**src/rtl/mem_pkg.sv**
```systemverilog
// mem_pkg: funct3 size codes, fault causes, LSU FSM states and request-forming helpers
package mem_pkg;
  localparam logic [2:0] F3_B  = 3'b000;
  localparam logic [2:0] F3_H  = 3'b001;
  localparam logic [2:0] F3_W  = 3'b010;
  localparam logic [2:0] F3_BU = 3'b100;
  localparam logic [2:0] F3_HU = 3'b101;
  localparam logic [1:0] FC_NONE     = 2'b00;
  localparam logic [1:0] FC_MISALIGN = 2'b01;
  localparam logic [1:0] FC_ILLEGAL  = 2'b10;
  localparam logic [1:0] FC_TIMEOUT  = 2'b11;
  typedef enum logic [1:0] {S_IDLE, S_REQ, S_RSP} state_t;
  function automatic logic f3_legal(input logic store, input logic [2:0] f3);
    return store ? (f3 == F3_B || f3 == F3_H || f3 == F3_W)
                 : (f3 == F3_B || f3 == F3_H || f3 == F3_W || f3 == F3_BU || f3 == F3_HU);
  endfunction
  function automatic logic misaligned(input logic [1:0] sz, input logic [1:0] off);
    return (sz == 2'b01 && off[0]) || (sz == 2'b10 && off != 2'b00);
  endfunction
  function automatic logic [3:0] be_of(input logic [1:0] sz, input logic [1:0] off);
    return sz == 2'b00 ? 4'b0001 << off : sz == 2'b01 ? 4'b0011 << {off[1], 1'b0} : 4'b1111;
  endfunction
  function automatic logic [31:0] wdata_of(input logic [1:0] sz, input logic [31:0] d);
    return sz == 2'b00 ? {4{d[7:0]}} : sz == 2'b01 ? {2{d[15:0]}} : d;
  endfunction
endpackage

```
**src/rtl/lsu_load_ext.sv**
```systemverilog
// lsu_load_ext: combinational load alignment; rdata,funct3,off in -> shifted and sign/zero-extended result out
module lsu_load_ext
  import mem_pkg::*;
(
  input  logic [31:0] rdata,
  input  logic [2:0]  funct3,
  input  logic [1:0]  off,
  output logic [31:0] result
);
  logic [31:0] s;
  always_comb begin
    s = rdata >> {off, 3'b000};
    result = funct3[1] ? s
           : funct3[0] ? {{16{s[15] & ~funct3[2]}}, s[15:0]}
           : {{24{s[7] & ~funct3[2]}}, s[7:0]};
  end
endmodule

```
**src/rtl/mem_lsu.sv**
```systemverilog
// mem_lsu: RV32I load/store unit; ex_* op in, stall_o upstream hold, dmem_* bus request/response, wb_* result, fault/fault_pc/fault_cause errors
module mem_lsu
  import mem_pkg::*;
#(
  parameter int unsigned MAX_WAIT = 255
) (
  input  logic        clk,
  input  logic        rst,
  input  logic        ex_valid,
  input  logic        ex_is_load,
  input  logic        ex_is_store,
  input  logic [2:0]  ex_funct3,
  input  logic [31:0] ex_addr,
  input  logic [31:0] ex_wdata,
  input  logic [31:0] ex_pc,
  output logic        stall_o,
  output logic        dmem_req,
  output logic        dmem_we,
  output logic [31:0] dmem_addr,
  output logic [31:0] dmem_wdata,
  output logic [3:0]  dmem_be,
  input  logic        dmem_gnt,
  input  logic        dmem_rvalid,
  input  logic [31:0] dmem_rdata,
  output logic        wb_valid,
  output logic [31:0] wb_data,
  output logic [31:0] wb_pc,
  output logic        fault,
  output logic [31:0] fault_pc,
  output logic [1:0]  fault_cause
);
  state_t state, state_n;
  logic [7:0] cnt;
  logic [31:0] addr_q, wdata_q, pc_q, ld_data;
  logic [2:0] f3_q;
  logic st_q, accept, is_mem, bad_f3, mis, go, timeout, in_req, ld_done, fault_n;
  assign accept = state == S_IDLE && ex_valid;
  assign is_mem = ex_is_load || ex_is_store;
  assign bad_f3 = !f3_legal(ex_is_store, ex_funct3);
  assign mis = misaligned(ex_funct3[1:0], ex_addr[1:0]);
  assign go = accept && is_mem && !bad_f3 && !mis;
  assign in_req = state == S_REQ;
  assign ld_done = state == S_RSP && dmem_rvalid;
  assign timeout = ((in_req && !dmem_gnt) || (state == S_RSP && !dmem_rvalid)) && cnt == 8'(MAX_WAIT - 1);
  assign fault_n = timeout || (accept && is_mem && (bad_f3 || mis));
  assign stall_o = state != S_IDLE;
  assign dmem_req = in_req;
  assign dmem_we = in_req && st_q;
  assign dmem_addr = in_req ? {addr_q[31:2], 2'b00} : 32'd0;
  assign dmem_be = in_req ? be_of(f3_q[1:0], addr_q[1:0]) : 4'b0000;
  assign dmem_wdata = in_req ? wdata_of(f3_q[1:0], wdata_q) : 32'd0;
  lsu_load_ext u_ext (
    .rdata  (dmem_rdata),
    .funct3 (f3_q),
    .off    (addr_q[1:0]),
    .result (ld_data)
  );
  always_comb begin
    state_n = state;
    unique case (state)
      S_IDLE:  state_n = go ? S_REQ : S_IDLE;
      S_REQ:   state_n = dmem_gnt ? (st_q ? S_IDLE : S_RSP) : timeout ? S_IDLE : S_REQ;
      S_RSP:   state_n = (dmem_rvalid || timeout) ? S_IDLE : S_RSP;
      default: state_n = S_IDLE;
    endcase
  end
  always_ff @(posedge clk or posedge rst)
    if (rst) state <= S_IDLE;
    else state <= state_n;
  always_ff @(posedge clk or posedge rst) begin
    if (rst) begin
      cnt <= '0;
      addr_q <= '0;
      wdata_q <= '0;
      pc_q <= '0;
      f3_q <= '0;
      st_q <= 1'b0;
      wb_valid <= 1'b0;
      wb_data <= '0;
      wb_pc <= '0;
      fault <= 1'b0;
      fault_pc <= '0;
      fault_cause <= FC_NONE;
    end else begin
      cnt <= state == S_IDLE ? 8'd0 : cnt + 8'd1;
      if (go) begin
        addr_q <= ex_addr;
        wdata_q <= ex_wdata;
        pc_q <= ex_pc;
        f3_q <= ex_funct3;
        st_q <= ex_is_store;
      end
      wb_valid <= (accept && !is_mem) || ld_done;
      wb_data <= ld_done ? ld_data : (accept && !is_mem) ? ex_addr : 32'd0;
      wb_pc <= ld_done ? pc_q : (accept && !is_mem) ? ex_pc : 32'd0;
      fault <= fault_n;
      fault_pc <= timeout ? pc_q : fault_n ? ex_pc : 32'd0;
      fault_cause <= timeout ? FC_TIMEOUT : !fault_n ? FC_NONE : bad_f3 ? FC_ILLEGAL : FC_MISALIGN;
    end
  end
endmodule

```
**config.mk**
```make
export PLATFORM = sky130hd
export DESIGN_NAME = mem_lsu
export DESIGN_NICKNAME = d
export VERILOG_FILES = /design/src/rtl/mem_pkg.sv /design/src/rtl/lsu_load_ext.sv /design/src/rtl/mem_lsu.sv
export SDC_FILE = /design/constraint.sdc
export NUM_CORES = 1
export LEC_CHECK = 0
export CORE_MARGIN = 2
export CORE_UTILIZATION = 46
export CTS_CLUSTER_DIAMETER = 40
export DETAILED_ROUTE_END_ITERATION = 12
export PLACE_DENSITY = 0.81
export SLEW_MARGIN = 0
export SYNTH_ARGS = -nofsm -noshare
export SYNTH_HDL_FRONTEND = slang
export SYNTH_SLANG_ARGS = --single-unit
```
**constraint.sdc**
```tcl
create_clock -name clk -period 7.6 [get_ports clk]
set_input_delay 1.14 -clock clk [delete_from_list [all_inputs] [get_ports clk]]
set_output_delay 1.14 -clock clk [all_outputs]
set_load 0.01 [all_outputs]
```
==> run metrics, run 1 <==
WL/cell=20.1 um; post-DR vias/cell=approximately 5.4; Clock Tree Buf Depth=3; Detailed Place HPWL=17600 um; Worst slew margin=between 10% and 20%; DP Cell Count=approximately 1300; Num Clock Sinks=210; Seq/Total Area, Yosys=just under 60%; vias in the first global route=just over 7000; synthesis-stage register bit count=210; PwrDens=between 200 and 300 nW/um^2; synthesized netlist cell count=730; Worst-Skew Late Latency=approximately 0.54 ns; Port Buffers=roughly 310; Leak Pwr=just under 6 nW; fin. max-slew vios=0; total gr overflow=0; Met3 Wirelength=about 2300 um; CTS Buf Count=30; DRC viols=0; synthesis-to-finish area growth=47.4%; Worst-path clk slew=0.05 ns; Avg Inst Size Synth=around 12 sq um; DRT Pass-1 Iters=5; antenna-violating nets left=0; Nets=~1200; gr usage total=around a quarter; Final Non-Filler Cells=between 1000 and 1500; first-pass GRT wire length=~40000 um; Max VDD drop=roughly 0.19 mV; top_reg_cell synth=dfrtp_1; Post-Syn Area=slightly above 9000 sq um; Clock Tree Root=clkbuf_16; Die Wd=about 140 um; Worst Path Required=between 6 and 7 ns; IO Count=between 300 and 400; Final Critical Period=around 4.3 ns; number of flops mapped to enable cells by yosys=0; actual slew at the worst max-slew pin=approximately 1.3 ns; FMAX=~0.24 GHz; setup bufs post-CTS=0; post-CTS resize count=0; WL final=between 20000 and 30000 um; Setup Skew=between 0.01 and 0.015 ns; Highest Signal Layer=met4; RSZ-0062 raised after global routing=false; Synth top area share=between 50 and 60%; Total Die Area=about 21000 sq um; TritonCTS clock tree=built; Via Count=between 7000 and 8000; MaxCap Viol Count=0; Critical Path Source Type=register; Routability Congestion=around 0.89; Starting DRT DRC Count=280; status=complete, no violations; cell taking the most area after synthesis=dfrtp_1; antenna cell count=0; ys async rst share=100%; pin count of the biggest net entering global routing=134; initial antenna violation count=2; worst hold path type=register to register; CP arrival=3.11 ns; hold bufs inserted after CTS=0; top cells by area, synth=dfrtp_1 (58%), mux2_2 (13%), a22o_1 (6.2%); M1 WL=around 10000 um; Setup violations, final=0; CP max FO=42; Setup crit end kind=primary output; WS Path Type=register to primary output; Die Span Y=145 um; layout cells sized above 1=between 15 and 20%; met2 wire length=13100 um; CTS H-tree lvls=1; setup TNS=0 ns; Initial Util=between 40 and 50%; fin crit share=56.0%; Core Region=19500 sq um; final hold violation count=0; YS warnings=0; Distinct cells, synth=40; row cnt=between 50 and 60
## final timing paths
| path | slack, ns | to | cells past startpoint | from |
|---|---|---|---|---|
| max reg2reg | 4.32 | fault_cause[1] | 6 | state[1] |
| min | 0.50 | addr_q[8] | 1 | addr_q[8] |
| min reg2reg | 0.50 | addr_q[8] | 1 | addr_q[8] |
| min in group asynchronous | 1.20 | wb_data[7] | 2 | rst |
| max | 3.35 | dmem_addr[15] | 5 | state[1] |
| max in group asynchronous | 4.84 | wdata_q[12] | 3 | rst |
## layer usage
| metal | up-vias | GRT usage [%] |
|---|---|---|
| met5 | - | 0 |
| met4 | 0 | 8.84 |
| met3 | 60 | 5.96 |
| met2 | 332 | 42.3 |
| met1 | 3486 | 31.0 |
| li1 | 3173 | - |
## cells in the final DEF (no fill, tap or decap), drive strengths merged, types with 2 or more instances in the layout
cell type      synthesis  final
a22o                  64     64
mux2                 109    109
dfrtp                210    210
xor2                   6      6
or2                    3      3
a21o                   2      2
conb                   1      2
a21oi                 43     43
clkdlybuf4s50          0    306
clkbuf                21     33
and4                   2      2
and3                   2      2
nor4                   3      3
nand2                 28     28
nand3b                 3      3
nand3                  3      3
a221o                 16     16
inv                    7     11
o21bai                 2      2
bufinv                 0      7
nor2                  57     57
buf                   35      8
clkinv                 0      6
and2                  46     46
clkinvlp               0      3
nand2b                 4      4
o21ai                 20     20
mux2i                 31     31
ha                     2      2
## flip-flops by register name, indices dropped and copies added (netlist names), 3 cells and up
register / cells
wb_pc: 32
pc_q: 32
wb_data: 32
wdata_q: 32
f3_q: 3
fault_pc: 32
addr_q: 32
cnt: 8
## cell type report
class / count / area, sq um
sequential: 210 / 5260
clock inverter: 20 / 323
timing repair buffer: 314 / 3120
multi-input combinational: 458 / 3580
clock buffer: 33 / 772
tap: 265 / 332
fill: 1396 / 6050
inverter: 7 / 33.8
## where the power goes
group / switching (W) / leakage, nW / internal, W
combinational: 0.000436 / 2.64 / 0.000520
clock: 0.000523 / 0.525 / 0.000976
sequential: 0.000176 / 2.69 / 0.00135
total: 0.00113 / 5.85 / 0.00285
## kinds of logic after synthesis
logic type      after synthesis  share of synthesized area (%)
flops                       210                           57.7
buf+inv                      63                           3.22
compound gates              151                           12.2
xor+xnor                      7                          0.674
fa+ha+maj                     2                          0.275
mux                         140                           17.0
simple gates                156                           8.88
other cells                   1                         0.0412
## synthesized netlist by cell type (all sizes together), types with 3 or more instances
master / instances
dfrtp: 210
mux2: 109
a22o: 64
nor2: 57
and2: 46
a21oi: 43
buf: 35
mux2i: 31
nand2: 28
clkbuf: 21
o21ai: 20
a221o: 16
inv: 7
xor2: 6
nand2b: 4
nand3: 3
nand3b: 3
nor4: 3
or2: 3
## worst max-delay path, stage by stage (launching register included)
cell and delay [ns]:
dfrtp_1 0.40, nand2b_1 0.16, buf_4 0.23, inv_1 0.96
and2_1 0.26, clkdlybuf4s50_1 0.55
## metrics by stage
step	hold WS [ns]	total power [W]	instance area, sq um	setup WS (ns)	util (%)
floorplan	0.471	0.00208	9100	0.722	-
global placement	0.479	0.00246	12300	3.76	63.3
detailed placement	0.485	0.00249	12300	3.73	63.3
CTS	0.497	0.00401	13400	3.28	68.9
global route	0.510	0.00417	13400	3.18	68.9
finish	0.497	0.00398	13400	3.35	68.9
Power figures use the tool's default switching activity.
==> run 2, diff against run 1 <==
- clock period: 7.6 -> 4.3 ns (I/O delays scaled with it)
==> run metrics, run 2 (synthesized netlist as in run 1, its figures left out) <==
status=complete, no violations; CP max FO=33 (-21%); CTS Buf Count=31 (+3.3%); WS Path Type=register to primary output; Worst-path clk slew=0.05 ns (about the same); Cell Int Power=0.00482 W (+69%); Critical Path End=dmem_addr[22]; Die Span Y=145 um (unchanged); FMAX=0.293 GHz; Initial Util=46.8% (unchanged); layout cells sized above 1=18.3% (+0.96 points); actual slew at the worst max-slew pin=1.12 ns (-0.165 ns); IO Count=309 (unchanged); fin. max-slew vios=0 (unchanged); Critical Path Source Type=register; PwrDens=510 nW/um^2 (+72%); Core Region=19500 sq um (unchanged); post-DR vias/cell=5.35 (-0.88%); Routability Congestion=0.837 (-5.5%); RSZ-0062 raised after global routing=false; Final Critical Period=around 3.4 ns; Switching Fraction=29.6% (+1.1 points); hold bufs inserted after CTS=0 (unchanged); post-route design area=13400 sq um (+0.20%); Worst-Skew Late Latency=0.55 ns (about the same); Clock Tree Buf Depth=3 (unchanged); row cnt=51 (unchanged); WL/cell=20.4 um (+1.5%); WL final=26800 um (+2.3%); initial antenna violation count=0 (-2); Setup Skew=0.0146 ns (+0.000128 ns); Via Count=7048 (-0.043%); total gr overflow=0 (unchanged); Nets=1169 (+0.69%); final hold violation count=0 (unchanged); worst reg-to-reg path cell count=7 (+1); setup bufs post-CTS=0 (unchanged); MaxCap Viol Count=0 (unchanged); Worst Path Required=3.65 ns (-2.81 ns); most common cell after layout, fill and taps aside=clkdlybuf4s50_1; Starting DRT DRC Count=291 (+3.9%); Setup crit end kind=primary output; antenna cell count=0 (unchanged); Die Wd=145 um (unchanged); pin count of the biggest net entering global routing=78 (-42%); DRT Pass-1 Iters=4 (-1); Total Die Area=20900 sq um (unchanged); TritonCTS clock tree=built; CP arrival=2.77 ns (-0.34 ns); total chip power=0.00685 W (+72%); Setup violations, final=0 (unchanged); Max VDD drop=0.350 mV (+82%); Final Non-Filler Cells=1318 (+0.84%); Leak Pwr=5.86 nW (+0.14%); CP Launch Point=state[1]; first-pass GRT wire length=40300 um (+0.60%); vias in the first global route=7272 (+1.6%); worst reg-to-reg setup slack=1.41 ns (-2.91 ns); most frequent cells in the layout=clkdlybuf4s50_1 (306), dfrtp_1 (210), mux2_2 (107); fin crit share=between 70 and 80%; DP Cell Count=1261 (+0.56%); Worst slew margin=25.2% (+11 points); NetSw=0.00203 W (+78%); worst hold path type=register to register; Clock Tree Root=clkbuf_16; DRC viols=0 (unchanged); Worst R2R End=fault_cause[1]; Num Clock Sinks=210 (unchanged); setup TNS=0 ns (unchanged); Detailed Place HPWL=18200 um (+3.3%); Gate power share=24.6% (+0.6 points); antenna-violating nets left=0 (unchanged); post-CTS resize count=0 (unchanged); final hold slack=0.495 ns (-0.00238 ns); placed cell areas=12400 sq um (+0.70%); gr usage total=25.1% (+0.34 points); R2R Path Start=state[1]; Clock Power Share=35.9% (-1.7 points); Port Buffers=306 (unchanged); CTS H-tree lvls=1 (unchanged); Flop pwr share=39.5% (+1.1 points); synthesis-to-finish area growth=47.7%
[run 2: cell count changes in the layout (fill, tap and decap cells not counted), sizes merged]
cell and delta:
inv -1, clkbuf +2, clkinv +3, clkinvlp +5
buf +7, bufinv -5
[run 2: final cells by class]
class | instances | area (sq um)
Sequential cell | 210 | 5260
Clock buffer | 35 | 821
Clock inverter | 22 | 214
Fill cell | 1408 | 6020
Multi-Input combinational cell | 458 | 3580
Tap cell | 265 | 332
Timing Repair Buffer | 321 | 3210
Inverter | 7 | 30.0
[run 2: routing by layer]
| layer | global-route usage (%) | vias up | part of all wire [%] |
|---|---|---|---|
| met1 | 31.2 | 3495 | 39 |
| li1 | - | 3195 | - |
| met4 | 8.48 | 0 | 2.7 |
| met2 | 43.6 | 303 | 50 |
| met5 | 0 | - | 0 |
| met3 | 5.73 | 55 | 8.3 |
[run 2: critical path, cell delays in order (launching register included)]
cell and delay [ns]:
dfrtp_1 0.40, nand2b_1 0.16, buf_4 0.23, inv_1 0.28, buf_4 0.37, and2_1 0.22
clkdlybuf4s50_1 0.54
[run 2: worst min-delay path by stage]
stage,startpoint,to,slack [ns],cells after the start
floorplan,addr_q[10],addr_q[10],0.47,1
global placement,addr_q[21],addr_q[21],0.48,1
detailed placement,addr_q[26],addr_q[26],0.49,1
CTS,addr_q[21],addr_q[21],0.50,1
global route,addr_q[19],addr_q[19],0.52,1
finish,addr_q[21],addr_q[21],0.49,1
[run 2: per-stage QoR]
| step | util [%] | setup WS, ns |
|---|---|---|
| 5_1_grt | 69.1 | 0.729 |
| 6_report | 69.1 | 0.885 |
| 2_1_floorplan | - | 0.927 |
| 3_5_place_dp | 63.7 | 1.20 |
| 4_1_cts | 69.1 | 0.869 |
| 3_3_place_gp | 63.7 | 1.28 |
[run 2: power by group through the flow]
| stage | sequential, W | clock [W] | combinational [W] |
|---|---|---|---|
| floorplan | 0.00263 | 0 | 0.00104 |
| global placement | 0.00272 | 0 | 0.00165 |
| detailed placement | 0.00273 | 0 | 0.00168 |
| CTS | 0.00270 | 0.00249 | 0.00170 |
| global route | 0.00276 | 0.00259 | 0.00184 |
| finish | 0.00271 | 0.00246 | 0.00169 |
